## src/rtl/encoder_4x2_sched_if.sv

```systemverilog
// Request/index handshake bundle between the sequential priority encoder
// (slave) and the block that loads requests and consumes indices (master).
interface encoder_4x2_sched_if #(
    parameter int N     = 4,
    parameter int IDX_W = 2
);
    logic             en;
    logic             load;
    logic [N-1:0]     req_in;
    logic [IDX_W-1:0] out_idx;
    logic             out_valid;
    logic             out_ready;
    logic             busy;
    logic             zero;
    logic             done;

    modport slave (
        input  en, load, req_in, out_ready,
        output out_idx, out_valid, busy, zero, done
    );

    modport master (
        output en, load, req_in, out_ready,
        input  out_idx, out_valid, busy, zero, done
    );
endinterface

```

## src/rtl/encoder_4x2_sched.sv

```systemverilog
// Sequential 4-to-2 priority encoder: captures a request vector on load and
// presents the index of each set bit, highest first, over valid/ready.
module encoder_4x2_sched #(
    parameter int N     = 4,
    parameter int IDX_W = 2
) (
    input logic                  clk,
    input logic                  rst,
    encoder_4x2_sched_if.slave   bus
);
    typedef enum logic [1:0] {
        S_IDLE  = 2'd0,
        S_SERVE = 2'd1,
        S_DONE  = 2'd2
    } state_t;

    state_t           r_state, w_state_nxt;
    logic [N-1:0]     r_pend, w_pend_nxt;
    logic [IDX_W-1:0] r_out_idx, w_idx_nxt;
    logic             r_out_valid, w_valid_nxt;
    logic             r_busy, w_busy_nxt;
    logic             r_zero, w_zero_nxt;
    logic             r_done, w_done_nxt;
    logic             w_accept;
    logic [N-1:0]     w_rem;

    // Highest set bit of v; bit N-1 has top priority.
    function automatic logic [IDX_W-1:0] f_hi(input logic [N-1:0] v);
        logic [IDX_W-1:0] idx;
        idx = '0;
        for (int unsigned k = 0; k < N; k++) begin
            if (v[k]) idx = IDX_W'(k);
        end
        return idx;
    endfunction

    // Handshake completion and the pending set left after the current index.
    always_comb begin
        w_accept = bus.en & r_out_valid & bus.out_ready;
        w_rem    = r_pend & ~(N'(1) << r_out_idx);
    end

    // Next state and next registered outputs; en=0 freezes state and
    // drops valid/pulses.
    always_comb begin
        w_state_nxt = r_state;
        w_pend_nxt  = r_pend;
        w_idx_nxt   = r_out_idx;
        w_valid_nxt = 1'b0;
        w_zero_nxt  = 1'b0;
        w_done_nxt  = 1'b0;
        if (bus.en) begin
            case (r_state)
                S_IDLE: begin
                    if (bus.load) begin
                        w_pend_nxt = bus.req_in;
                        if (bus.req_in != '0) begin
                            w_state_nxt = S_SERVE;
                            w_idx_nxt   = f_hi(bus.req_in);
                            w_valid_nxt = 1'b1;
                        end else begin
                            w_zero_nxt  = 1'b1;
                        end
                    end
                end
                S_SERVE: begin
                    w_valid_nxt = 1'b1;
                    if (w_accept) begin
                        w_pend_nxt = w_rem;
                        if (w_rem != '0) begin
                            w_idx_nxt = f_hi(w_rem);
                        end else begin
                            w_state_nxt = S_DONE;
                            w_valid_nxt = 1'b0;
                            w_done_nxt  = 1'b1;
                        end
                    end
                end
                S_DONE: begin
                    w_state_nxt = S_IDLE;
                end
                default: begin
                    w_state_nxt = S_IDLE;
                    w_pend_nxt  = '0;
                end
            endcase
        end
        w_busy_nxt = (w_state_nxt != S_IDLE);
    end

    // State and output registers with synchronous reset.
    always_ff @(posedge clk) begin
        if (rst) begin
            r_state     <= S_IDLE;
            r_pend      <= '0;
            r_out_idx   <= '0;
            r_out_valid <= 1'b0;
            r_busy      <= 1'b0;
            r_zero      <= 1'b0;
            r_done      <= 1'b0;
        end else begin
            r_state     <= w_state_nxt;
            r_pend      <= w_pend_nxt;
            r_out_idx   <= w_idx_nxt;
            r_out_valid <= w_valid_nxt;
            r_busy      <= w_busy_nxt;
            r_zero      <= w_zero_nxt;
            r_done      <= w_done_nxt;
        end
    end

    assign bus.out_idx   = r_out_idx;
    assign bus.out_valid = r_out_valid;
    assign bus.busy      = r_busy;
    assign bus.zero      = r_zero;
    assign bus.done      = r_done;
endmodule
```

## src/flat_wrapper.sv

```systemverilog
// flat-port wrapper written by rule: the top's interface ports become plain ports
module encoder_4x2_sched_flat 
#(
    parameter int N     = 4,
    parameter int IDX_W = 2
)
  (clk, rst, bus_en, bus_load, bus_req_in, bus_out_ready, bus_out_idx, bus_out_valid, bus_busy, bus_zero, bus_done);
  encoder_4x2_sched_if #(.N(N), .IDX_W(IDX_W)) bus_i ();
  input logic clk;
  input logic rst;
  input wire logic [$bits(bus_i.en)-1:0] bus_en;
  input wire logic [$bits(bus_i.load)-1:0] bus_load;
  input wire logic [$bits(bus_i.req_in)-1:0] bus_req_in;
  input wire logic [$bits(bus_i.out_ready)-1:0] bus_out_ready;
  output wire logic [$bits(bus_i.out_idx)-1:0] bus_out_idx;
  output wire logic [$bits(bus_i.out_valid)-1:0] bus_out_valid;
  output wire logic [$bits(bus_i.busy)-1:0] bus_busy;
  output wire logic [$bits(bus_i.zero)-1:0] bus_zero;
  output wire logic [$bits(bus_i.done)-1:0] bus_done;
  assign bus_i.en = bus_en;
  assign bus_i.load = bus_load;
  assign bus_i.req_in = bus_req_in;
  assign bus_i.out_ready = bus_out_ready;
  assign bus_out_idx = bus_i.out_idx;
  assign bus_out_valid = bus_i.out_valid;
  assign bus_busy = bus_i.busy;
  assign bus_zero = bus_i.zero;
  assign bus_done = bus_i.done;
  encoder_4x2_sched #(.N(N), .IDX_W(IDX_W)) u_core (.clk(clk), .rst(rst), .bus(bus_i));
endmodule
```

## config.mk

```make
export PLATFORM = sky130hd
export DESIGN_NAME = encoder_4x2_sched_flat
export DESIGN_NICKNAME = d
export VERILOG_FILES = /design/src/rtl/encoder_4x2_sched_if.sv /design/src/rtl/encoder_4x2_sched.sv /design/src/flat_wrapper.sv
export SDC_FILE = /design/constraint.sdc
export NUM_CORES = 1
export LEC_CHECK = 0
export ABC_AREA = 1
export ABC_CLOCK_PERIOD_IN_PS = 2700
export CAP_MARGIN = 10
export CELL_PAD_IN_SITES_DETAIL_PLACEMENT = 0
export CELL_PAD_IN_SITES_GLOBAL_PLACEMENT = 2
export CORE_AREA = 2 2 54 56
export DETAILED_ROUTE_END_ITERATION = 8
export DIE_AREA = 0 0 56 58
export GPL_TIMING_DRIVEN = 1
export PLACE_DENSITY_LB_ADDON = 0.1
export SLEW_MARGIN = 40
export SYNTH_ARGS = -nofsm -noshare
export SYNTH_HDL_FRONTEND = slang
export SYNTH_SLANG_ARGS = --single-unit
```

## constraint.sdc

```tcl
create_clock -name clk -period 2.7 [get_ports clk]
set_clock_uncertainty 0.15 [all_clocks]
set_input_delay 0.27 -clock clk [delete_from_list [all_inputs] [get_ports clk]]
set_output_delay 0.27 -clock clk [all_outputs]
set_load 0.1 [all_outputs]
```

======== Word-level counts from Yosys, hierarchy flattened ========
Cells that the tools add are included.
Widths: inputs -> output; s select.
word-level totals
  register bits ........................... 12
cells by class
  equality and inequality tests ........... 6
  shift operators ......................... 1
  mux-type cells .......................... 27
  bitwise logic cells ..................... 10
  reductions and logical operators ........ 10
operator list
  operator             number
  $mux 2               13
  $pmux 4 s3           1
  $mux 1               8
  $mux 4               2
  $pmux 2 s2           2
  $reduce_bool 4->1    2
  $reduce_or 4->1      2
  $ne 2x1->1 const B   3
  $not 1->1            6
  $reduce_and 6->1     1
  $and 4x4->4          1
  $not 4->4            1
  $reduce_and 4->1     1
  $reduce_bool 2->1    2
  $shl 1x2->4 const A  1
  $and 1x1->1          2
  $eq 2x1->1 const B   1
  $eq 2x2->1 const B   1
  $logic_not 2->1      1
  $ne 2x2->1 const B   1
  $pmux 1 s2           1
  $reduce_or 2->1      1

======== Longest topological paths before layout ========
Gate-level depths: netlist (run 1).
  depth in word-level cells ............... 9
  gate-level depth with buffers ........... 9
  mapped depth without buffers ............ 9

======== Worst setup path after synthesis (run 1) ========
No wires, ideal clock.
  path kind ............................... register to register
  start point ............................. register u_core.r_out_idx[0], in the netlist u_core.bus.out_idx[0]
  end point ............................... register u_core.r_out_idx[0], in the netlist u_core.bus.out_idx[0]
  arrival time ............................ 1,717 ps
  path slack .............................. 713 ps
  cell stages (with the launch flop) ...... 8
  buffers on the path ..................... 0
  period minus slack after synthesis ...... 1,987 ps
  cells stage by stage .................... dfxtp_1 -> nand2_1 -> nand2_1 -> nand2_1 -> nor2_2 -> nand2_1 -> a21oi_1 -> nor2_1
on the way
  cells in the longest elaborated chain, start to end .. 9
  elaborated cells between the ends (all ways) .. 12
  those cells by class .................... eq/ne (1); shift (1); mux (6); bitwise (2); reduce/logical (2)
RTL lines
  what                    line                      text
  start, declared         encoder_4x2_sched.sv:19   logic [IDX_W-1:0] r_out_idx, w_idx_nxt;
  start signal, assigned  encoder_4x2_sched.sv:104  r_out_idx <= w_idx_nxt;
  $shl 1x2->4 *           encoder_4x2_sched.sv:40   w_rem = r_pend & ~(N'(1) << r_out_idx);
  $not 4->4 *             encoder_4x2_sched.sv:40
  $and 4x4->4 *           encoder_4x2_sched.sv:40
  $mux 1                  encoder_4x2_sched.sv:32   if (v[k]) idx = IDX_W'(k);
  $mux 2 (2 in series)    encoder_4x2_sched.sv:32
  $mux 2                  encoder_4x2_sched.sv:70   if (w_rem != '0) begin
  $mux 2                  encoder_4x2_sched.sv:68   if (w_accept) begin
  $pmux 2 s2              encoder_4x2_sched.sv:53   case (r_state)
Mark *: on every way between the ends. The rest lies on a longest branch, timed or not. The select of a mux whose other input is x is not followed.
A chain may end at the register's enable or synchronous reset.

======== Worst setup path after layout (run 1) ========
  start point ............................. input bus_en
  end point ............................... register u_core.r_out_idx[0], in the netlist u_core.bus.out_idx[0]
on the way
  cells in the longest elaborated chain, start to end .. 4
RTL lines
  what                                 line                     text
  start, declared                      flat_wrapper.sv:11       input wire logic [$bits(bus_i.en)-1:0] bus_en;
  $and 1x1->1 (2 in series)            encoder_4x2_sched.sv:39  w_accept = bus.en & r_out_valid & bus.out_ready;
  $ne 2x1->1 (no source line)          --
  $reduce_and 6->1 (no source line) *  --
Mark *: on every way between the ends. The rest lies on a longest branch, timed or not.

==> impl_metrics.csv, run 1 <==
group,metric,value,unit
status,status,"completed",
critical_path,path_buf_inv,1,
critical_path,start_kind,"primary input",
routing,vias,665,
timing,max_clock_freq,674.5,MHz
timing,period_needed,1483,ps
timing,rsz0062_at_grt,"no",
timing,slew_viol_final,0,
power_and_ir_drop,p_per_area,586.1,nW/um^2
global_routing,grt_max_degree,9,
critical_path,worstSetupEndpointType,"register",
finish,area_delta_synth_final,30.25,%
clocking,cts_tree,"yes",
floorplanning,coreArea,2663,um^2
finish,multi_input_area,361.6,um^2
critical_path,path_depth,8,
logic_synthesis,synth_warnings,0,
floorplanning,die_area,3248,um^2
routing,first_pass_iters,4,
timing,period_share,0.5491,
clocking,clk_path_buf_depth,2,
critical_path,critPathArrivalTime,1520,ps
power_and_ir_drop,irDropWorstVdd,0.0001986,V
placed_design,placed_cells,151,
timing,fin_hold_ws,351.2,ps
global_routing,grt_pass1_vias,609,
finish,layout.nets,134,
logic_synthesis,synth_nets,115,
hold_path,holdPathStages,2,
clocking,cts_resized,0,
critical_path,reg2reg_depth,9,
logic_synthesis,yosysTopAreaCell,"dfxtp_1",
hold_path,hp-class,"register to register",
finish,seq_area,240.2,um^2
timing,relSlewSlack,0.7991,
timing,hold_viol_final,0,
clocking,ctsHoldBuffers,0,
timing,fin_setup_tns,0,ps
floorplanning,ios,15,
timing,tightest_slew,301.1,ps
critical_path,crit_required,2730,ps
routing,viasPerCell,4.290,
logic_synthesis,synth_area,661.9,um^2
power_and_ir_drop,p_leak,0.4349,nW
clocking,cts_max_level,1,
placed_design,hpwl,1.328,mm
logic_synthesis,synth-seq-cells,12,
critical_path,critPathSlowestCell,"clkdlybuf4s50_1",
finish,postLayoutCoreUtil,0.3238,
critical_path,crit_top_cell,"nand3_1",
critical_path,cp_max_fo,4,
routing,ant_nets,0,
floorplanning,die_w,56,um
critical_path,crit_chain,"clkdlybuf4s50_1 > nand3_1 > nand2_2 > nand3_4 > nor2_2 > nand3_1 > nand2_1 > nor2_1",
finish,fill_cells,303,
logic_synthesis,netlist_top_cells_area,"dfxtp_1 36%, nand2_1 18%, nor2_1 11%",
floorplanning,start_util,0.2486,
logic_synthesis,yosys.area.top_type_share,0.3629,
clocking,cts_inserted_buffers,3,
routing,drt-initial-drc-count,26,
critical_path,critPathTopFamily,"simple AND/OR/NAND/NOR gates",
floorplanning,die_y,58,um
finish,final_cells,155,
timing,setup_violations,0,
routing,wl_per_cell,11.10,um
clocking,clk_latency,280,ps
finish,drive_gt1_frac,0.1452,
flow_run,maxCapViolations,0,
clocking,path_clk_slew,90,ps
logic_synthesis,avgSynthCellArea,6.244,um^2
critical_path,max_stage_delay,550,ps
routing,drc,0,
clocking,postCtsSetupBuffers,0,
global_routing,grt_overflow_total,0,
floorplanning,rows,19,
global_routing,grt_pass1_wl,2.773,mm
critical_path,path_class,"primary input to register",
logic_synthesis,ys_seq_area_frac,0.3629,
clocking,cts_root_buffer,"clkbuf_4",
logic_synthesis,synth_cells,106,
finish,antenna_cells,0,
global_routing,antenna_found_initial,0,
logic_synthesis,synth_cell_types,16,
placed_design,io_buffer_count,14,
placed_design,place.gp.congestion,0.7148,
clocking,cts_sinks,12,
global_routing,gr-usage-all-layers,0.1143,
routing,wl,1.720,mm
## kinds of logic after synthesis
logic type / share of synthesized area
buffers and inverters: 0.09073
and+or+nand+nor: 0.4745
AOI/OAI and AO/OA: 0.07183
DFF: 0.3629
## worst min-delay path: stages (launching register included)
cell and delay, ps:
dfxtp_1 320, nor2_1 90, nor2_1 50
## worst paths after layout
kind,to,slack (ps),startpoint
setup / recovery,u_core.bus.out_idx[0],1220,bus_en
hold / removal,u_core.r_pend[2],350,u_core.r_pend[2]
setup reg to reg,u_core.bus.out_idx[0],1250,u_core.r_state[0]
hold reg to reg,u_core.r_pend[2],350,u_core.r_pend[2]
## per-layer routing
layer  vias to the layer above  share of wire  track usage
li1                        363              -            -
met1                       282           0.54       0.1570
met4                         0          0.010      0.07143
met2                        18           0.38       0.1546
met3                         2          0.063      0.03571
met5                         -              0            0
## power by group
part	total, mW	internal [mW]	switching (mW)
clock	0.156	0.0821	0.0736
combinational	0.147	0.0458	0.101
sequential	0.203	0.190	0.0129
total	0.505	0.318	0.187
## through the flow
step,worst slack (ps),instance area (um^2),power [mW]
CTS,1204,862.1,0.5097
floorplan,713.4,661.9,0.3137
detailed placement,909.1,825.8,0.3546
finish,1217,862.1,0.5053
global placement,898.4,825.8,0.3578
global route,1067,862.1,0.5330
## cells in the final DEF (no fill, tap or decap)
master | Yosys | routed
a21oi_1 | 4 | 4
dfxtp_1 | 12 | 12
clkbuf_4 | 0 | 3
clkdlybuf4s50_1 | 0 | 8
inv_1 | 15 | 15
a22oi_1 | 1 | 1
nor3_1 | 1 | 1
nor2_4 | 2 | 2
o21ai_0 | 3 | 3
nand3_4 | 1 | 1
nand2_1 | 31 | 31
inv_2 | 1 | 1
nand2_2 | 1 | 1
nand3_1 | 10 | 10
nor2_2 | 3 | 3
nor2_1 | 19 | 19
o21ai_1 | 1 | 1
nor4_1 | 1 | 1
buf_4 | 0 | 6
clkbuf_8 | 0 | 1
## synthesized netlist by cell type (all sizes together)
| library cell | number |
|---|---|
| nand3 | 11 |
| nand2 | 32 |
| nor3 | 1 |
| a21oi | 4 |
| inv | 16 |
| o21ai | 4 |
| nor4 | 1 |
| a22oi | 1 |
| nor2 | 24 |
| dfxtp | 12 |
## sequential cells by signal (all words and copies together), names as in the netlist
register and count:
u_core.r_state 2, u_core.bus.out_idx 2, u_core.bus.zero 1, u_core.r_pend 4
u_core.bus.done 1, u_core.bus.out_valid 1, u_core.bus.busy 1
## cell type report
cell class              count  area share
multi-input cells          78      0.4194
clock buffers               4     0.04209
well taps                  31     0.04499
flip-flops and latches     12      0.2787
repair buffers             14      0.1451
inverters                  16     0.06967
Note: power is estimated with default switching activity, not from simulation.
==> run 2, diff against run 1 <==
--- a/config.mk
+++ b/config.mk
@@ -6,13 +6,13 @@
 export NUM_CORES = 1
 export LEC_CHECK = 0
 export ABC_AREA = 1
-export ABC_CLOCK_PERIOD_IN_PS = 2700
+export ABC_CLOCK_PERIOD_IN_PS = 1430
 export CAP_MARGIN = 10
 export CELL_PAD_IN_SITES_DETAIL_PLACEMENT = 0
 export CELL_PAD_IN_SITES_GLOBAL_PLACEMENT = 2
-export CORE_AREA = 2 2 54 56
+export CORE_AREA = 2 2 56 58
 export DETAILED_ROUTE_END_ITERATION = 8
-export DIE_AREA = 0 0 56 58
+export DIE_AREA = 0 0 58 60
 export GPL_TIMING_DRIVEN = 1
 export PLACE_DENSITY_LB_ADDON = 0.1
 export SLEW_MARGIN = 40
==> constraint.sdc (replaced) <==
create_clock -name clk -period 1.43 [get_ports clk]
set_clock_uncertainty 0.15 [all_clocks]
set_input_delay 0.143 -clock clk [delete_from_list [all_inputs] [get_ports clk]]
set_output_delay 0.143 -clock clk [all_outputs]
set_load 0.1 [all_outputs]
==> run 2 against run 1 <==
Net effect: core utilization is 7.4 points higher; combinational power rose to 2.7 times the previous value; flip-flop and latch count unchanged; cell area grew 34%; critical path depth rose by 1; register-to-register slack worse by 1200 ps.
==> impl_metrics.csv, run 2 (same netlist as run 1, synthesis figures left out) <==
group,metric,value,unit
routing,wl,1.866,mm
finish,antenna_cells,0,
critical_path,crit_required,1460,ps
floorplanning,die_area,3480,um^2
power_and_ir_drop,p_per_area,934.1,nW/um^2
critical_path,max_stage_delay,350,ps
finish,area_delta_synth_final,74.67,%
critical_path,cp_max_fo,4,
placed_design,place.gp.congestion,0.7142,
finish,largest_reg_flops,4,
floorplanning,die_w,58,um
clocking,cts_root_buffer,"clkbuf_4",
clocking,clk_latency,280,ps
finish,final_cell_area,1156,um^2
routing,met3RoutedLength,78,um
clocking,path_clk_slew,90,ps
routing,ant_nets,0,
routing,wl_met2,821,um
global_routing,grt_max_degree,9,
critical_path,critPathArrivalTime,1390,ps
timing,max_clock_freq,733.6,MHz
timing,period_needed,1363,ps
finish,layout_commonest_cell,"nand2_1",
timing,setup_violations,0,
critical_path,start_kind,"register",
routing,viasPerCell,4.170,
timing,hold_viol_final,0,
critical_path,worstSetupEndpointType,"register",
hold_path,hp-class,"primary input to register",
floorplanning,ios,15,
placed_design,io_buffer_count,14,
routing,wirelength_met1,928,um
placed_design,placed_area,1045,um^2
placed_design,dpl_worst_slack,-186.5,ps
clocking,cts_inserted_buffers,3,
critical_path,crit_chain,"inv_2 > nor2_4 > buf_6 > nand2_4 > nand3_4 > nor2_4 > nand3_1 > nand2_1 > nor2_1",
status,status,"completed",
floorplanning,start_util,0.2280,
routing,top_layer,"met4",
clocking,ctsHoldBuffers,0,
finish,drive_gt1_frac,0.3706,
routing,drt-initial-drc-count,15,
critical_path,critPathSlowestCell,"dfxtp_2",
floorplanning,rows,20,
global_routing,grt_pass1_vias,717,
timing,fin_ws,66.82,ps
routing,wl_per_cell,10.60,um
power_and_ir_drop,p_leak,0.5574,nW
critical_path,crit_top_cell,"nor2_4",
routing,drc,0,
finish,top_register,"u_core.r_pend",
timing,fin_setup_tns,0,ps
floorplanning,die_y,60,um
routing,vias,734,
finish,layout_common_cells,"24 x nand2_1, 19 x nor2_1, 18 x buf_4",
timing,fin_hold_ws,302.5,ps
global_routing,grt_pass1_wl,3.201,mm
global_routing,gr-usage-all-layers,0.1253,
clocking,cts_max_level,1,
floorplanning,coreArea,2903,um^2
timing,tightest_slew,262.9,ps
clocking,cts_sinks,12,
power_and_ir_drop,irDropWorstVdd,0.0005419,V
clocking,clk_path_buf_depth,2,
critical_path,path_class,"register to register",
global_routing,grt_overflow_total,0,
flow_run,maxCapViolations,0,
timing,slew_viol_final,0,
routing,first_pass_iters,4,
timing,relSlewSlack,0.8245,
global_routing,antenna_found_initial,0,
finish,postLayoutCoreUtil,0.3983,
clocking,cts_tree,"yes",
timing,period_share,0.9533,
placed_design,hpwl,1.495,mm
finish,layout.nets,153,
timing,rsz0062_at_grt,"yes",
finish,fill_cells,319,
==> run 2: cell types whose count changed in the layout (fill, tap and decap cells not counted), moves of 2 or more <==
cell     previous run  this run
buf_4               6        18
nand2_1            31        24
buf_12              0         6
nand2_2             1         7
dfxtp_1            12         7
dfxtp_4             0         3
dfxtp_2             0         2
nor2_2              3         1
nor2_4              2         4
==> run 2: cell type report <==
type                            instances  area (um^2)  share of cell area
Multi-Input combinational cell         78        417.9              0.3615
Sequential cell                        12        254.0              0.2197
Inverter                               16        60.06             0.05195
Clock buffer                            4        36.28             0.03139
Tap cell                               33        41.29             0.03571
Timing Repair Buffer                   33        346.6              0.2998
==> run 2: worst max-delay path, delay by kind of cell, from the launching register on <==
kind,cells,cell delay (ps)
AND/OR/NAND/NOR,7,570
flip-flops,1,350
buffers and inverters,2,180
==> run 2: what timing repair did <==
action,in CTS,in global routing
setup endpoints to repair,1,10
endpoints found under the hold margin,0,0
gates resized for setup,1,17
pin swaps,0,5
gates cloned,0,0
setup buffers,0,2
==> run 2: stage by stage <==
stage | total power, mW | instances
3_3_place_gp | 0.7543 | 170
5_1_grt | 1.148 | 176
6_report | 1.080 | 176
3_5_place_dp | 0.7545 | 170
4_1_cts | 1.049 | 174
2_1_floorplan | 0.5942 | 106
==> run 2: layer usage <==
layer / track usage / up-vias
met5: 0 / -
met2: 0.1932 / 11
met3: 0.03463 / 4
met4: 0.05980 / 0
met1: 0.1615 / 313
li1: - / 406
==> run 2: worst paths after layout <==
kind / startpoint / end / slack [ps] / depth (start not counted)
worst max register to register: u_core.r_state[0] / u_core.bus.out_idx[0] / 70 / 9
worst max-delay path: u_core.r_state[0] / u_core.bus.out_idx[0] / 70 / 9
worst min-delay path: bus_load / u_core.bus.zero / 300 / 3
worst min register to register: u_core.r_pend[2] / u_core.r_pend[2] / 360 / 2
==> run 2: report_power, final <==
part / switching (mW) / internal (mW) / total, mW / leakage (nW)
sequential: 0.0325 / 0.360 / 0.393 / 0.101
combinational: 0.224 / 0.173 / 0.397 / 0.435
clock: 0.135 / 0.155 / 0.290 / 0.0210
==> RTL change (config.mk and constraints of run 2) <==
Reset style: asynchronous (`rst`), changed in one clocked block. Comments in the files are not updated.
--- a/src/rtl/encoder_4x2_sched.sv
+++ b/src/rtl/encoder_4x2_sched.sv
@@ -91,3 +91,3 @@
     // State and output registers with synchronous reset.
-    always_ff @(posedge clk) begin
+    always_ff @(posedge clk or posedge rst) begin
         if (rst) begin
Behaviour: differs if rst is asserted again (counterexample within 4 cycles, from zero or initial values and one cycle with rst high); with rst held inactive, the same outputs for 10 cycles.
==> RTL change against run 2 <==
The run now ends with setup timing left; synthesized cell count shrank 15%; design area grew 9.4%; sequential cell count is the same; critical path depth shrank 1; highest routed layer unchanged; critical endpoint is now u_core.bus.busy$_DFF_PP0_; worst setup slack lost 0.15 ns; wire length grew 4.8%; critical path type unchanged; utilization grew 3.7 points; synthesized area grew 2.3%; global-route usage shrank 0.15 points.
Power is not compared: it rests on default switching activity, and its combinational part moved more than twofold at a synthesized area within 25%.
==> RTL change: results (changes against run 2) <==
** Routing
- Detailed-route wire length :: 1.96 mm (+4.8%)
- The via total after detailed routing was 762 (+3.8%).
- The initial DRC count came to 12 (-3).

** Critical path
- The largest fanout on the critical path came to 5 (+1).
- The data arrival time of the critical path was 1.50 ns (+0.11 ns).
- The delay of the slowest critical-path stage is 0.52 ns (+0.17 ns).
- Capturing point of the worst reg2reg path :: u_core.bus.busy$_DFF_PP0_
- The slowest stage of the critical path belongs to the cell sky130_fd_sc_hd__dfrtp_4.
- Broken down by cell family, the worst path's largest delay share belongs to flip-flops.
- Launch point of the critical path :: u_core.bus.out_idx[0]$_DFFE_PP0P_
- Number of cells traversed by the worst register-to-register path :: 8 (-1)
- The most critical setup path has its endpoint at u_core.bus.busy$_DFF_PP0_.

** Pwr
- Power Clock :: 0.215 mW

** Logic synthesis
- Yosys attributes the largest share of cell area to sky130_fd_sc_hd__dfrtp_1, sky130_fd_sc_hd__nand2_1, sky130_fd_sc_hd__inv_1.
- The fraction of the yosys area taken by sequential cells was 44.4% (+8.1 points).
- Post-Syn Nets :: 99 (-14%)
- The mean area per synthesized cell came to 7.52 sq um (+20%).
- Among all flip-flop cells after synthesis, the most frequent one is sky130_fd_sc_hd__dfrtp_1.
- The commonest cells after synthesis are sky130_fd_sc_hd__nand2_1, sky130_fd_sc_hd__inv_1, sky130_fd_sc_hd__dfrtp_1, sky130_fd_sc_hd__nand3_1, sky130_fd_sc_hd__o21ai_1.
- The post-synthesis async set-or-reset flop share came to 100% (+100 points).
- Count of cell types in the netlist :: 20 (+4)

** Status
- The run finished, with violations left.
- Violated checks :: setup timing

** Layout
- Non-clk buf share :: 33.3% (+3.4 points)
- Clk cell area share :: 2.08% (-1.1 points)
- Proportion of layout cells with a drive suffix above 1 :: 51.8% (+15 points)
- The multi-input gate share of total cell area is 30.7% (-5.5 points).
- Filler instances :: 287 (-10%)
- The non-clock inverter instance count of the final layout is 19 (+3).
- Sequential cell area in the final layout :: 314 sq um (+24%)
- The number of ordinary and repair buffers in the finished layout came to 43 (+30%).
- Multi-input comb cells :: 59 (-24%)
- Final instance count without filler cells :: 170 (-3.4%)
- Sequential cell count of the final layout :: 12 (unchanged)
- The number of nets in the final layout was 147 (-3.9%).

** Clock tree
- H-tree depth :: 1 (unchanged)
- Clock tree buffer depth :: 2 (unchanged)
- Clock-pin slew of the registers on the worst-case setup and hold paths :: 0.08 ns

** Global routing
- The pin count of the biggest net entering global routing came to 13 (+4).
- The first-pass GRT wire length was 3.16 mm (-1.3%).
- Global Route Usage Sum :: 12.4% (-0.15 points)
- The number of global-route vias before repair is 719 (+0.28%).
- Number of antenna violations at the first check in global routing :: 0 (unchanged)

** STA
- Final worst setup slack :: -0.0782 ns (-0.145 ns)
- Number of failing setup endpoints in the final timing report :: 7 (+7)
- The tightest slew margin relative to the limit came to 84.2% (+1.8 points).

** Placement
- Area post-placement :: 1100 sq um (+5.4%)
- The total placed cells including tap cells came to 159 (-6.5%).
- The placed wire-length estimate came to 1.48 mm (-0.64%).
- The final weighted congestion in routability-driven placement was 0.694 (-2.8%).

** Min path
- The worst hold path belongs to the class in2async.
RTL change: per-stage QoR:
stage               worst slack [ns]  power (mW)  hold WS, ns  TNS [ns]
floorplan                     -0.138        1.39       -0.142    -0.477
global placement              -0.168        1.99        0.295     -1.15
global route                  -0.184        2.74       0.0562     -1.03
CTS                           -0.110        2.41       0.0114    -0.482
detailed placement            -0.167        1.98        0.312     -1.16
finish                       -0.0782        2.59       0.0154    -0.394
RTL change: timing repair:
action / CTS / global route
buffers inserted: 6 / 1
resized for setup: 6 / 19
pin swaps: 6 / 10
endpoints found under the setup margin: 6 / 12
RTL change: layer usage:
layer  vias up  wire length [um]  GRT usage, %  share of wire [%]
li1        385                 -             -                  -
met5         -                 0             0                  0
met4         0                34          5.98                1.7
met3         4                63          2.38                3.2
met1       361               860          15.1                 44
met2        12               996          20.9                 51
RTL change: kinds of logic after synthesis:
kind of cell	count (synthesis)	synth area share, %
simple gates	44	29.8
buf+inv	19	10.5
compound gates	15	15.3
flops	12	44.4
